**config.mk**
```make
export PLATFORM = sky130hd
export DESIGN_NAME = inst_mem_loader
export DESIGN_NICKNAME = d
export VERILOG_FILES = /design/src/rtl/inst_mem_loader_pkg.sv /design/src/rtl/inst_mem_loader_byte_word_packer.sv /design/src/rtl/inst_mem_loader.sv
export SDC_FILE = /design/constraint.sdc
export NUM_CORES = 1
export LEC_CHECK = 0
export ABC_AREA = 1
export CAP_MARGIN = 10
export CORE_UTILIZATION = 40
export DETAILED_ROUTE_END_ITERATION = 16
export PLACE_DENSITY = 0.71
export SLEW_MARGIN = 20
export SYNTH_ARGS = -nofsm -noshare
export SYNTH_HDL_FRONTEND = slang
export SYNTH_HIERARCHICAL = 1
export SYNTH_SLANG_ARGS = --single-unit
export TNS_END_PERCENT = 1
```
**constraint.sdc**
```tcl
create_clock -name clk -period 2.2 [get_ports clk]
set_clock_uncertainty 0.1 [all_clocks]
set_input_delay 0.66 -clock clk [delete_from_list [all_inputs] [get_ports clk]]
set_output_delay 0.66 -clock clk [all_outputs]
set_load 0.005 [all_outputs]
```
**src/rtl/inst_mem_loader_pkg.sv**
```systemverilog
// Shared definitions for the boot-time instruction memory loader.
// The CHECK state is only reachable when LOADER_CHECKSUM_EN is defined.
package inst_mem_loader_pkg;

  localparam int INSTR_W = 32;
  localparam logic [31:0] TEXT_BASE = 32'h0040_0000;

  typedef enum logic [2:0] {
    ST_IDLE  = 3'd0,
    ST_RECV  = 3'd1,
    ST_WRITE = 3'd2,
    ST_CHECK = 3'd3,
    ST_DONE  = 3'd4,
    ST_ERROR = 3'd5
  } state_t;

endpackage

```
**src/rtl/inst_mem_loader_byte_word_packer.sv**
```systemverilog
// Packs accepted host bytes little-endian into a 32-bit word.
// word_ready pulses combinationally on the 4th byte taken; word is valid from the next cycle.
module inst_mem_loader_byte_word_packer
  import inst_mem_loader_pkg::*;
(
  input  logic               clk,
  input  logic               rst_n,
  input  logic               clear,
  input  logic               take,
  input  logic [7:0]         data,
  output logic [INSTR_W-1:0] word,
  output logic               word_ready
);

  logic [1:0] byte_idx;

  // Shifting right places byte 0 in bits [7:0] once four bytes have arrived.
  always_ff @(posedge clk or negedge rst_n) begin
    if (!rst_n) begin
      byte_idx <= '0;
      word     <= '0;
    end else if (clear) begin
      byte_idx <= '0;
    end else if (take) begin
      byte_idx <= byte_idx + 2'd1;
      word     <= {data, word[INSTR_W-1:8]};
    end
  end

  assign word_ready = take && (byte_idx == 2'd3);

endmodule

```
**src/rtl/inst_mem_loader.sv**
```systemverilog
// Boot loader: streams host bytes into instruction memory, holds the CPU until resident.
// Optional trailing XOR checksum byte enabled by LOADER_CHECKSUM_EN.
module inst_mem_loader
  import inst_mem_loader_pkg::*;
#(
  parameter int          ADDR_WIDTH = 8,
  parameter logic [31:0] BASE_ADDR  = TEXT_BASE
)(
  input  logic                clk,
  input  logic                rst_n,
  input  logic                StartLoad,
  input  logic [ADDR_WIDTH:0] WordCount,
  input  logic                ByteValid,
  input  logic [7:0]          ByteData,
  output logic                ByteReady,
  output logic                MemWrEn,
  output logic [31:0]         MemWrAddr,
  output logic [INSTR_W-1:0]  MemWrData,
  output logic                CpuHold,
  output logic                LoadDone,
  output logic                LoadError,
  output state_t              dbg_state
);

  // Byte handshake: a byte is consumed on a rising edge where ByteValid && ByteReady.
  localparam logic [ADDR_WIDTH:0] DEPTH = {1'b1, {ADDR_WIDTH{1'b0}}};
  localparam logic [ADDR_WIDTH:0] ONE   = {{ADDR_WIDTH{1'b0}}, 1'b1};

  state_t              state, next_state;
  logic [ADDR_WIDTH:0] word_cnt, word_idx, idx_inc;
  logic [31:0]         addr;
  logic                start_ok, take, word_ready;
  logic                ready_d, wr_d, hold_d, done_d, err_d;

  assign start_ok = StartLoad &&
                    (state == ST_IDLE || state == ST_DONE || state == ST_ERROR);
  assign take     = ByteValid && ByteReady && (state == ST_RECV);
  assign idx_inc  = word_idx + ONE;

  inst_mem_loader_byte_word_packer byte_word_packer (
    .clk        (clk),
    .rst_n      (rst_n),
    .clear      (start_ok),
    .take       (take),
    .data       (ByteData),
    .word       (MemWrData),
    .word_ready (word_ready)
  );

`ifdef LOADER_CHECKSUM_EN
  logic [7:0] csum;
  logic       check_take;
  assign check_take = ByteValid && ByteReady && (state == ST_CHECK);

  always_ff @(posedge clk or negedge rst_n) begin
    if (!rst_n)        csum <= '0;
    else if (start_ok) csum <= '0;
    else if (take)     csum <= csum ^ ByteData;
  end
`endif

  always_ff @(posedge clk or negedge rst_n) begin
    if (!rst_n) state <= ST_IDLE;
    else        state <= next_state;
  end

  always_comb begin
    next_state = state;
    case (state)
      ST_IDLE, ST_DONE, ST_ERROR: begin
        if (StartLoad) begin
          if (WordCount == '0)        next_state = ST_DONE;
          else if (WordCount > DEPTH) next_state = ST_ERROR;
          else                        next_state = ST_RECV;
        end
      end
      ST_RECV:  if (word_ready) next_state = ST_WRITE;
      ST_WRITE: begin
        if (idx_inc == word_cnt) begin
`ifdef LOADER_CHECKSUM_EN
          next_state = ST_CHECK;
`else
          next_state = ST_DONE;
`endif
        end else begin
          next_state = ST_RECV;
        end
      end
`ifdef LOADER_CHECKSUM_EN
      ST_CHECK: if (check_take) next_state = (ByteData == csum) ? ST_DONE : ST_ERROR;
`endif
      default:  next_state = ST_IDLE;
    endcase
  end

  // Outputs are decoded from next_state so the registered copies line up with state.
  always_comb begin
    ready_d = (next_state == ST_RECV) || (next_state == ST_CHECK);
    wr_d    = (next_state == ST_WRITE);
    hold_d  = (next_state != ST_DONE);
    done_d  = (next_state == ST_DONE);
    err_d   = (next_state == ST_ERROR);
  end

  always_ff @(posedge clk or negedge rst_n) begin
    if (!rst_n) begin
      ByteReady <= 1'b0;
      MemWrEn   <= 1'b0;
      CpuHold   <= 1'b1;
      LoadDone  <= 1'b0;
      LoadError <= 1'b0;
    end else begin
      ByteReady <= ready_d;
      MemWrEn   <= wr_d;
      CpuHold   <= hold_d;
      LoadDone  <= done_d;
      LoadError <= err_d;
    end
  end

  always_ff @(posedge clk or negedge rst_n) begin
    if (!rst_n) begin
      word_cnt <= '0;
      word_idx <= '0;
      addr     <= BASE_ADDR;
    end else if (start_ok) begin
      word_cnt <= WordCount;
      word_idx <= '0;
      addr     <= BASE_ADDR;
    end else if (state == ST_WRITE) begin
      word_idx <= idx_inc;
      addr     <= addr + 32'd4;
    end
  end

  assign MemWrAddr = addr;
  assign dbg_state = state;

endmodule

```
Word level (Yosys, flattened, before mapping)
Cells that the tools add are included.
{"block": "classes", "add_sub_neg": 3, "mul": 0, "div_mod_pow": 0, "n_lt_le_gt_ge": 1, "n_eq_ne": 12, "shift": 0, "mux": 12, "n_bitwise": 1, "reduce_logical": 13}
{"op": "$mux W32", "count": 2}
{"op": "$add A32 B3 Y32 const B", "count": 1}
{"op": "$mux W9", "count": 2}
{"op": "$mux W3", "count": 5}
{"op": "$eq A3 B3 Y1 const B", "count": 4}
{"op": "$add A9 B1 Y9 const B", "count": 1}
{"op": "$eq A3 B2 Y1 const B", "count": 3}
{"op": "$eq A9 B9 Y1", "count": 1}
{"op": "$gt A9 B9 Y1 const B", "count": 1}
{"op": "$logic_not A9 Y1", "count": 1}
{"op": "$pmux W3 S3", "count": 1}
{"op": "$eq A3 B1 Y1 const B", "count": 2}
{"op": "$logic_and A1 B1 Y1", "count": 4}
{"op": "$mux W2", "count": 2}
{"op": "$reduce_bool A2 Y1", "count": 2}
{"op": "$logic_not A3 Y1", "count": 1}
{"op": "$logic_or A1 B1 Y1", "count": 3}
{"op": "$ne A3 B3 Y1 const B", "count": 1}
{"op": "$reduce_or A3 Y1", "count": 1}
{"op": "$add A2 B1 Y2 const B", "count": 1}
{"op": "$eq A2 B2 Y1 const B", "count": 1}
{"op": "$reduce_and A2 Y1", "count": 1}
{"op": "$not A1 Y1", "count": 1}
{"block": "totals", "register_bits": 92, "latchBits": 0, "ramBits": 0, "mem_bits_ro": 0, "input_bits": 21, "out_inout_bits": 72, "elab_cells": 53, "n_memories": 0}

Logic depth before layout (Yosys ltp)
{"block": "logic_depth", "word_depth": 7, "depth_mapped": 14, "ltp_nobuf": 14}

Modules after synthesis
The synthesis kept the hierarchy.
{"module": "inst_mem_loader", "n_inst": 1, "cells_per_inst": 427, "area_each_um2": 3214.3, "seq_area_each_um2": 1403.8}
{"module": "inst_mem_loader_byte_word_packer", "n_inst": 1, "cells_per_inst": 153, "area_each_um2": 1521.5, "seq_area_each_um2": 850.8}

Least setup slack after synthesis
No wires, ideal clock.
{"block": "synth_timing", "path_kind": "input to register", "start": "input WordCount[1]", "end": "register LoadError", "setup_ps": 113, "arrival_ps": 1588, "required_ps": 1987, "path_slack_ps": 399, "stages": 10, "path_buffers": 0, "cell_sequence": "nor4_1 and2_1 ha_1 nand2_1 o211ai_1 o21ai_0 inv_1 nand2_1 nand2_1 inv_1"}
{"block": "synth_via", "word_cells_on_any_way": 7, "cone_classes": "order compare: 1; eq/ne: 1; mux: 4; reduce/logical: 1"}
{"element": "start: declaration", "line_no": "inst_mem_loader.sv:12", "text": "input logic [ADDR_WIDTH:0] WordCount,"}
{"element": "$logic_not A9 Y1", "line_no": "inst_mem_loader.sv:72", "text": "if (WordCount == '0) next_state = ST_DONE;"}
{"element": "$mux W3", "line_no": "inst_mem_loader.sv:72"}
{"element": "$mux W3", "line_no": "inst_mem_loader.sv:71", "text": "if (StartLoad) begin"}
{"element": "$pmux W3 S3", "line_no": "inst_mem_loader.sv:69", "text": "case (state)"}
{"element": "net next_state[0]", "line_no": "inst_mem_loader.sv:29", "text": "state_t state, next_state;"}
{"element": "$eq A3 B3 Y1", "line_no": "inst_mem_loader.sv:102", "text": "err_d = (next_state == ST_ERROR);"}
{"element": "net err_d", "line_no": "inst_mem_loader.sv:33", "text": "logic ready_d, wr_d, hold_d, done_d, err_d;"}
{"element": "end signal: assignment", "line_no": "inst_mem_loader.sv:117", "text": "LoadError <= err_d;"}
{"element": "end: declaration", "line_no": "inst_mem_loader.sv:21", "text": "output logic LoadError,"}
The timed path passes the listed nets, and every way through them passes these cells.
A chain may end at the register's enable or synchronous reset.

Final worst setup path
{"block": "layout_timing", "start": "register addr[24], in the netlist MemWrAddr[24]", "end": "output MemWrAddr[24]"}
{"element": "start: declaration", "line_no": "inst_mem_loader.sv:31", "text": "logic [31:0] addr;"}
{"element": "start signal: assignment", "line_no": "inst_mem_loader.sv:132", "text": "addr <= addr + 32'd4;"}
{"element": "end: declaration", "line_no": "inst_mem_loader.sv:17", "text": "output logic [31:0] MemWrAddr,"}
No word-level cell between the ends.

==> flow_summary.ini <==
[yosys]
synth_cell_types = 46
synth_area_leaders = sky130_fd_sc_hd__dfrtp_1, sky130_fd_sc_hd__nand2_1, sky130_fd_sc_hd__nand3_1, sky130_fd_sc_hd__inv_1, sky130_fd_sc_hd__nand2_2
synth-edff-count = 0
postSynthCellCount = 580
async_flop_share_pct = 100
syn_area_mm2 = 0.00474
synth-warning-count = 6
synth.ff_latch_count = 90
netlist.area_leader.share_pct = 46.5
post-synth-top-count-cell = sky130_fd_sc_hd__nand2_1
synthesis.area_per_instance_um2 = 8.17
synth_flop_cell = sky130_fd_sc_hd__dfrtp_1
ys_seq_area_share_pct = 47.6
synth_commonest_cells = sky130_fd_sc_hd__nand2_1, sky130_fd_sc_hd__dfrtp_1, sky130_fd_sc_hd__nand3_1
synth.largest_area_cell = sky130_fd_sc_hd__dfrtp_1

[worst_setup_path]
worst_path_max_stage_delay_ps = 550
path_max_fanout = 8
worstPathCellList = clkdlybuf4s50_1
rr_worst_depth = 12
launch_point_of_the_worst_reg_to_reg_path = word_idx[0]
crit_path_start_kind = register
timing_worst_setup_path_type = register to primary output
cpLargestDelayFamily = buffers and inverters
critPathArrivalTime_ps = 1390
cp.buffers_inverters = 1
r2r_setup_slack_ps = 160
path_depth = 1
crit_required_ps = 1440
crit_path_top_delay_cell = sky130_fd_sc_hd__clkdlybuf4s50_1
critPathCaptureType = primary output
regToRegEndpoint = LoadError

[timing]
slew_violations = 0
period_utilization_pct = 97.7
grt_setup_unrepaired = no
timing.max_slew.rel_slack_pct = 63.8
report.final.setup_viol = 0
final_period_minus_worst_setup_slack_ps = 2150
timing.final.ws_setup_ps = 50.5
hold_slack_ps = 160
fmaxAchievable_mhz = 465
final-hold-violation-count = 0
max_slew.worst_pin.slew_ps = 538

[floorplanning]
core_area_mm2 = 0.0115
initial_core_util_pct = 41.3
num_io_pins = 93
placementRows = 39
die_height_um = 111
die-area_mm2 = 0.0123
dieWidth_um = 111

[layout]
finalNonFillerCells = 829
utilization_pct = 53.5
filler_cell_count = 1071
drive_above_1_share_pct = 14.7
final_design_area_no_fill_mm2 = 0.00614
net_total_in_the_final_layout = 706
syn_to_final_growth_pct = 29.6
antenna_cells_inserted = 0

[global_route]
grt.met1_usage_pct = 24.5
use_met3_pct = 5.69
global_route.usage.total_pct = 19.3
global_route.peak_usage_layer = met2
antenna_found_initial = 0
grt_pass1_vias = 4110
fraction_of_met2_tracks_used_by_global_routing_pct = 32.1
grt_first_pass_wirelength_mm = 19.3
grt_start_max_net_pins = 37
global_route.overflow_total = 0

[clock_tree]
tritoncts_clock_tree = built
cts-root-buf = sky130_fd_sc_hd__clkbuf_16
cts-root-to-sink-buffers = 2
clkSinkCount = 90
worst_skew_pair_later_pin_latency_ps = 350
cts_htree_levels = 3
clock_pin_slew_on_the_worst_setup_and_hold_paths_ps = 60
total_cts_buffers = 9

[place]
numPortBuffers = 90
pre_cts_ws_ps = -254
dp_hpwl_mm = 8.39
numPlacedInstances = 812
finalWeightedCongestion = 0.892
detailed_place.area_mm2 = 0.00583

[status]
outcome = finished clean

[detailed_routing]
detail_route.first_pass.iterations = 5
vias = 4292
route.antenna.remaining_nets = 0
finalWirelength_mm = 11.6
number_of_remaining_drc_errors = 0
routedWlPerCell_um = 14.0
via_per_inst = 5.18
initialDrtViolationCount = 210

[min_path]
timing.hold.worst.class = input port to async pin

[power_and_ir_drop]
power_leakage_uw = 0.00279
vdd_drop_max_v = 0.000629
powerDensity_mw_per_mm2 = 944

[flow_run]
cap_viol_max_count = 0
kinds of logic (layout without fill, tap and decap cells):
kind of cell	Yosys count	in the layout	share of synthesized area (%)
other	1	2	0.0792
xor gates and xnor gates	2	2	0.370
DFF	90	90	47.6
buffers and inverters	81	186	8.40
AOI/OAI and AO/OA	53	53	6.24
adders and majority gates	4	4	1.06
and+or+nand+nor	349	349	36.2
worst reg2reg max path, stage by stage, from the launching register on:
cell                      delay, ps
sky130_fd_sc_hd__dfrtp_2        440
sky130_fd_sc_hd__ha_2           250
sky130_fd_sc_hd__nand2_1        100
sky130_fd_sc_hd__o21ai_0        260
sky130_fd_sc_hd__nand2_1        130
sky130_fd_sc_hd__nand2_1         80
sky130_fd_sc_hd__nand3_1         70
sky130_fd_sc_hd__nor2_1         140
sky130_fd_sc_hd__nand2_1        120
sky130_fd_sc_hd__nand2_1         70
sky130_fd_sc_hd__nand2_1         70
sky130_fd_sc_hd__nand2_1         60
sky130_fd_sc_hd__inv_1           40
cell type report:
cell class              instances  area (um2)  area share [%]
clock buffers                  12         256            4.18
clock inverters                 4        26.3           0.428
inverters                      63         239            3.89
multi-input cells             410        2110            34.3
flip-flops and latches         90        2260            36.8
well taps                     143         179            2.91
repair buffers                107        1080            17.5
power breakdown:
group	internal [uW]	total (uW)	switching (uW)
registers	2050	2370	318
logic	980	1970	986
clock network	826	1470	640
worst max-delay path by stage:
stage,from,to,slack (ps)
after floorplan,WordCount[1],LoadError,400
after global placement,WordCount[1],LoadError,-160
after detailed placement,WordCount[0],LoadError,-250
after CTS,MemWrAddr[4],MemWrAddr[4],10
final,MemWrAddr[24],MemWrAddr[24],50
after global routing,MemWrAddr[11],MemWrAddr[11],7
state kept, by name, indices dropped and copies added, names as in the netlist:
name                       flops
MemWrEn                        1
LoadDone                       1
CpuHold                        1
word_cnt                       9
ByteReady                      1
byte_word_packer/word         32
dbg_state                      3
word_idx                       9
MemWrAddr                     30
LoadError                      1
byte_word_packer/byte_idx      2
layout by cell type (no fill, tap or decap), types with 3 or more instances in the layout:
master	n
sky130_fd_sc_hd__o21ai_0	23
sky130_fd_sc_hd__clkdlybuf4s50_1	89
sky130_fd_sc_hd__nor4_1	5
sky130_fd_sc_hd__dfrtp_1	86
sky130_fd_sc_hd__buf_12	4
sky130_fd_sc_hd__nor3_1	8
sky130_fd_sc_hd__nand2_2	34
sky130_fd_sc_hd__inv_2	4
sky130_fd_sc_hd__nor2_1	36
sky130_fd_sc_hd__clkbuf_16	9
sky130_fd_sc_hd__nand3b_1	3
sky130_fd_sc_hd__nand4_1	19
sky130_fd_sc_hd__nor2_2	6
sky130_fd_sc_hd__nor2_4	5
sky130_fd_sc_hd__nand3_1	71
sky130_fd_sc_hd__inv_1	57
sky130_fd_sc_hd__nand2_1	148
sky130_fd_sc_hd__ha_1	3
sky130_fd_sc_hd__buf_4	14
sky130_fd_sc_hd__a21oi_1	16
sky130_fd_sc_hd__o22ai_1	3
repair_timing:
action,in CTS,in global routing
hold buffers,0,0
buffers inserted,1,0
gates resized for setup,0,7
gates cloned,0,0
endpoints found under the setup margin,1,6
metal layers:
layer  part of all wire (%)  vias to the layer above
li1                       -                     2094
met1                     44                     2060
met2                     48                      125
met3                    6.7                       13
met4                    1.1                        0
met5                      0                        -
stage by stage:
step                total power [uW]  setup TNS (ps)
CTS                             5840               0
global route                    6160               0
floorplan                       3460               0
finish                          5800               0
global placement                4310            -625
detailed placement              4350           -1140
(Power assumes the default switching activity.)
==> RTL change 1: new RTL, same flow settings <==
Change the parameter `ADDR_WIDTH` from 8 to 7.
--- a/src/rtl/inst_mem_loader.sv
+++ b/src/rtl/inst_mem_loader.sv
@@ -5,3 +5,3 @@
 #(
-  parameter int          ADDR_WIDTH = 8,
+  parameter int          ADDR_WIDTH = 7,
   parameter logic [31:0] BASE_ADDR  = TEXT_BASE
Interface: changed (resized WordCount); port bits go from 93 to 92. The function was not compared with the original's and may differ.
==> RTL change 1 against the original RTL <==
The flow now finishes with violations (DRC); routed wire length shrank 1.7%; synthesized area shrank 1.7%; final area shrank 1.5%; fmax is essentially flat; synthesized cell count shrank 1.7%; power shrank 0.43%; sequential share of layout area shrank 0.29 points; sequential cell count shrank 2; setup slack lost 0.00083 ns.
==> RTL change 1: results (changes against the original RTL) <==
status complete, but fails checks; failing checks DRC; Synth Area in XOR/XNOR 0.564% (+0.19 points); first-pass GRT wire length 19200 um (-0.79%); wire per inst 13.9 um (-0.72%); # rows 39 (unchanged); met3 WL 516 um (-33%); Mean Syn Cell Area 8.17 um^2 (about the same); post-synth cell types 44 (-4.3%); synth cell count leaders 130 x nand2_1, 86 x dfrtp_1, 69 x nand3_1; Remaining DRCs 1 (+1); Adder-Cell Fraction of Synth Area 0.806% (-0.25 points); r2r worst-path depth 7 (-5); Nets 696 (-1.4%); Seq/Total Area, Yosys 47.4% (-0.26 points); layout cell share with drive strength beyond 1 14.6% (-0.12 points); vias per cell 5.03 (-2.8%); Worst Setup SP MemWrAddr[22]; largest net degree at the start of global routing 46 (+24%); Port Buffers 89 (-1.1%); vias in the first global route 4085 (-0.61%); Synth area leaders dfrtp_1 46%, nand2_1 10%, nand3_1 7.4%, nand2_2 4.7%, inv_1 4.6%; LEAKAGE 2.81 nW (+0.70%); DR WL met2 5490 um (-2.2%); DP Cell Count 804 (-0.99%); Total GRT Usage 20.5% (+1.2 points); Crit-path slowest cell dfstp_2; VDD IR max 0.000547 V (-13%); Initial DRC Count 175 (-17%); Synth Area in Compound Gates 7.15% (+0.91 points); placer's final routability congestion estimate 0.885 (-0.83%); DP Worst Slack -0.145 ns (+0.109 ns); WL met1 5130 um (+1.0%); dpl hpwl 8370 um (-0.33%); CP Max Fanout 4 (-4)
## RTL change 1: repair_timing
item,CTS,global route
hold buffers,0,0
buffers inserted,0,1
setup endpoints to repair,0,3
resized for setup,0,2
## RTL change 1: final timing paths
kind / endpoint / slack [ns]
max: MemWrAddr[22] / 0.05
min: byte_word_packer/word[2] / 0.10
max reg2reg: MemWrAddr[28] / 0.29
min reg2reg: byte_word_packer/byte_idx[1] / 0.38
max in group asynchronous: MemWrAddr[15] / 1.27
min in group clk: byte_word_packer/byte_idx[1] / 0.38
## RTL change 1: per-layer routing
layer  GRT usage [%]  vias to the layer above
li1                -                     2061
met1            26.9                     1945
met2            32.4                      103
met3            4.27                       24
met4            9.43                        0
met5               0                        -
## RTL change 1: cells by family (layout without fill, tap and decap cells)
kind of cell | count (synthesis) | after routing
other | 1 | 2
DFF | 88 | 88
and+or+nand+nor | 332 | 332
AOI/OAI and AO/OA | 61 | 61
adders and majority gates | 3 | 3
xor gates and xnor gates | 3 | 3
buffers and inverters | 82 | 189
## RTL change 1: layout make-up
class,instances,area [um^2]
inverters,64,243
flip-flops and latches,88,2210
clock buffers,9,225
repair buffers,109,1080
clock inverters,7,55.1
multi-input cells,401,2060
fillers,1056,5320
well taps,143,179
## RTL change 1: per-stage QoR
step                      setup TNS [ns]  cell area, um^2  power, mW  hold slack (ns)
final                                  0             6050       5.77            0.104
after global routing                   0             6050       6.18            0.120
after CTS                              0             6030       5.85            0.104
after detailed placement          -0.465             5750       4.36            0.364
after global placement            -0.342             5750       4.31            0.362
after floorplan                        0             4660       3.43            0.264
## RTL change 1: power breakdown
| group | total (mW) | internal [mW] | switching (mW) |
|---|---|---|---|
| clock network | 1.46 | 0.780 | 0.677 |
| logic | 1.99 | 1.00 | 0.984 |
| registers | 2.33 | 2.01 | 0.324 |
==> RTL change 2: new RTL, same settings <==
Without the edit above. Register the output `dbg_state` once more; this adds one clock of latency there. The other outputs are not delayed to match.
--- a/src/rtl/inst_mem_loader.sv
+++ b/src/rtl/inst_mem_loader.sv
@@ -136,3 +136,5 @@
   assign MemWrAddr = addr;
-  assign dbg_state = state;
+  always_ff @(posedge clk) begin
+    dbg_state <= state;
+  end
 
Behaviour: not the same (Yosys sat finds a counterexample within 4 cycles, from zero or initial values and one cycle with rst_n low).
==> RTL change 2 against the original RTL <==
Utilization down 0.34 points; final area increased by 1.1%; routed wire length grew 0.49%; register-to-register slack better by 0.04 ns; setup slack improved by 0.022 ns; sequential power up 4%; synthesized cell count increased by 2.4%; critical path type unchanged; global-route usage grew 0.41 points; sequential cell count rose by 3; synthesized area grew 3.0%; first-iteration DRC count grew 67%; power increased by 1.1%; count of clock-buffer cells in the layout down 2; largest power group unchanged.
==> RTL change 2: results (changes against the original RTL) <==
footprint of the multi-input gates 2120 um^2 (+0.71%); Total GRT Usage 19.8% (+0.41 points); Synth area leaders dfrtp_1 45%, nand2_1 11%, nand3_1 6.8%, inv_1 5.2%, nand2_2 4.9%; Inverters 74 (+17%); Worst EP arrival 1.37 ns (-0.02 ns); CP Max Fanout 7 (-1); yosys warns 6 (unchanged); status finished, final reports clean; deepest clock path buffer count 2 (unchanged); largest net degree at the start of global routing 45 (+22%); Post-synth ARST share 96.8% (-3.2 points); wire per inst 13.8 um (-1.1%); Signal buf overhead 16.8% (-0.75 points); placer's final routability congestion estimate 0.898 (+0.72%); # fillers 1062 (-0.84%); synth cell count leaders 140 x nand2_1, 88 x dfrtp_1, 67 x inv_1; VDD IR max 0.000609 V (-3.0%); sw frac 34.1% (+0.54 points); register area 2310 um^2 (+2.6%); dpl hpwl 8460 um (+0.85%); clock sinks 93 (+3.3%); detailed-router iteration count before antenna repair 4 (-1); H-tree depth 3 (unchanged); vias in the first global route 4251 (+3.4%); Nets 719 (+1.8%); Hold WC Path Type in -> async; Tot Pwr 5.86 mW (+1.1%); vias 4218 (-1.7%); LEAKAGE 2.80 nW (+0.22%); post-synth cell types 41 (-11%); Setup Fix Bufs, Post-CTS 0 (-1); Gate power share 33.8% (about the same); clock power share 24.2% (-1.1 points); Initial DRC Count 350 (+67%); DP Worst Slack -0.168 ns (+0.0859 ns); Clock Buffer Count 10 (-2); initial antenna violation count 0 (unchanged); Starting Density 41.8% (+0.54 points); layout cell share with drive strength beyond 1 15.7% (+1.0 points); comb_multi_in 409 (-0.24%); Final clock-cell share 4.34% (-0.27 points); first-pass GRT wire length 20000 um (+3.1%); Seq/Total Area, Yosys 47.4% (-0.17 points)
RTL change 2: cell count changes after synthesis, sizes merged, moves of 3 or more:
cell    unedited run  this run
buf               17        14
clkbuf             1         5
dfxtp              0         3
inv               62        73
nand3             73        69
nand4             20        13
nor3              11        19
nor4               6         3
o21ai             25        34
RTL change 2: stage by stage:
step | hold slack (ns) | std cells | area, um^2
floorplan | 0.264 | 595 | 4880
global placement | 0.348 | 826 | 5930
detailed placement | 0.329 | 826 | 5930
CTS | 0.171 | 842 | 6200
global route | 0.188 | 842 | 6200
finish | 0.161 | 842 | 6200
RTL change 2: path summary, 6_finish.rpt:
path,startpoint,to,slack (ns),cells after the start
max reg2reg,word_idx[1],LoadError,0.20,14
max,MemWrAddr[7],MemWrAddr[7],0.07,1
min in group clk,state[2],dbg_state[2],0.35,0
max in group asynchronous,rst_n,CpuHold,1.20,2
min reg2reg,state[2],dbg_state[2],0.35,0
min,rst_n,MemWrAddr[26],0.16,1
RTL change 2: kinds of logic after synthesis:
group,Yosys count,synth area share [%]
xor gates and xnor gates,1,0.180
and+or+nand+nor,341,35.0
DFF,93,47.4
other,1,0.0768
adders and majority gates,4,1.03
AOI/OAI and AO/OA,61,7.00
buffers and inverters,93,9.28
RTL change 2: per-layer routing:
layer	up-vias	global-route usage, %	wire length, um
met1	1938	25.3	5250
met3	18	3.29	662
met2	145	32.8	5490
li1	2117	-	-
met5	-	0	0
met4	0	9.24	249
RTL change 2: worst reg2reg max path, cell delays in order, from the launching register on:
cell and delay, ns:
dfrtp_1 0.45, ha_2 0.36, inv_1 0.04, nand2_1 0.06, nand2_1 0.06, nor2_1 0.12
nand2_1 0.07, nor2_1 0.11, nand2_2 0.08, nor2_4 0.14, nand2_2 0.08, nand2_2 0.08
nand2_4 0.05, nand2_1 0.05, inv_1 0.04
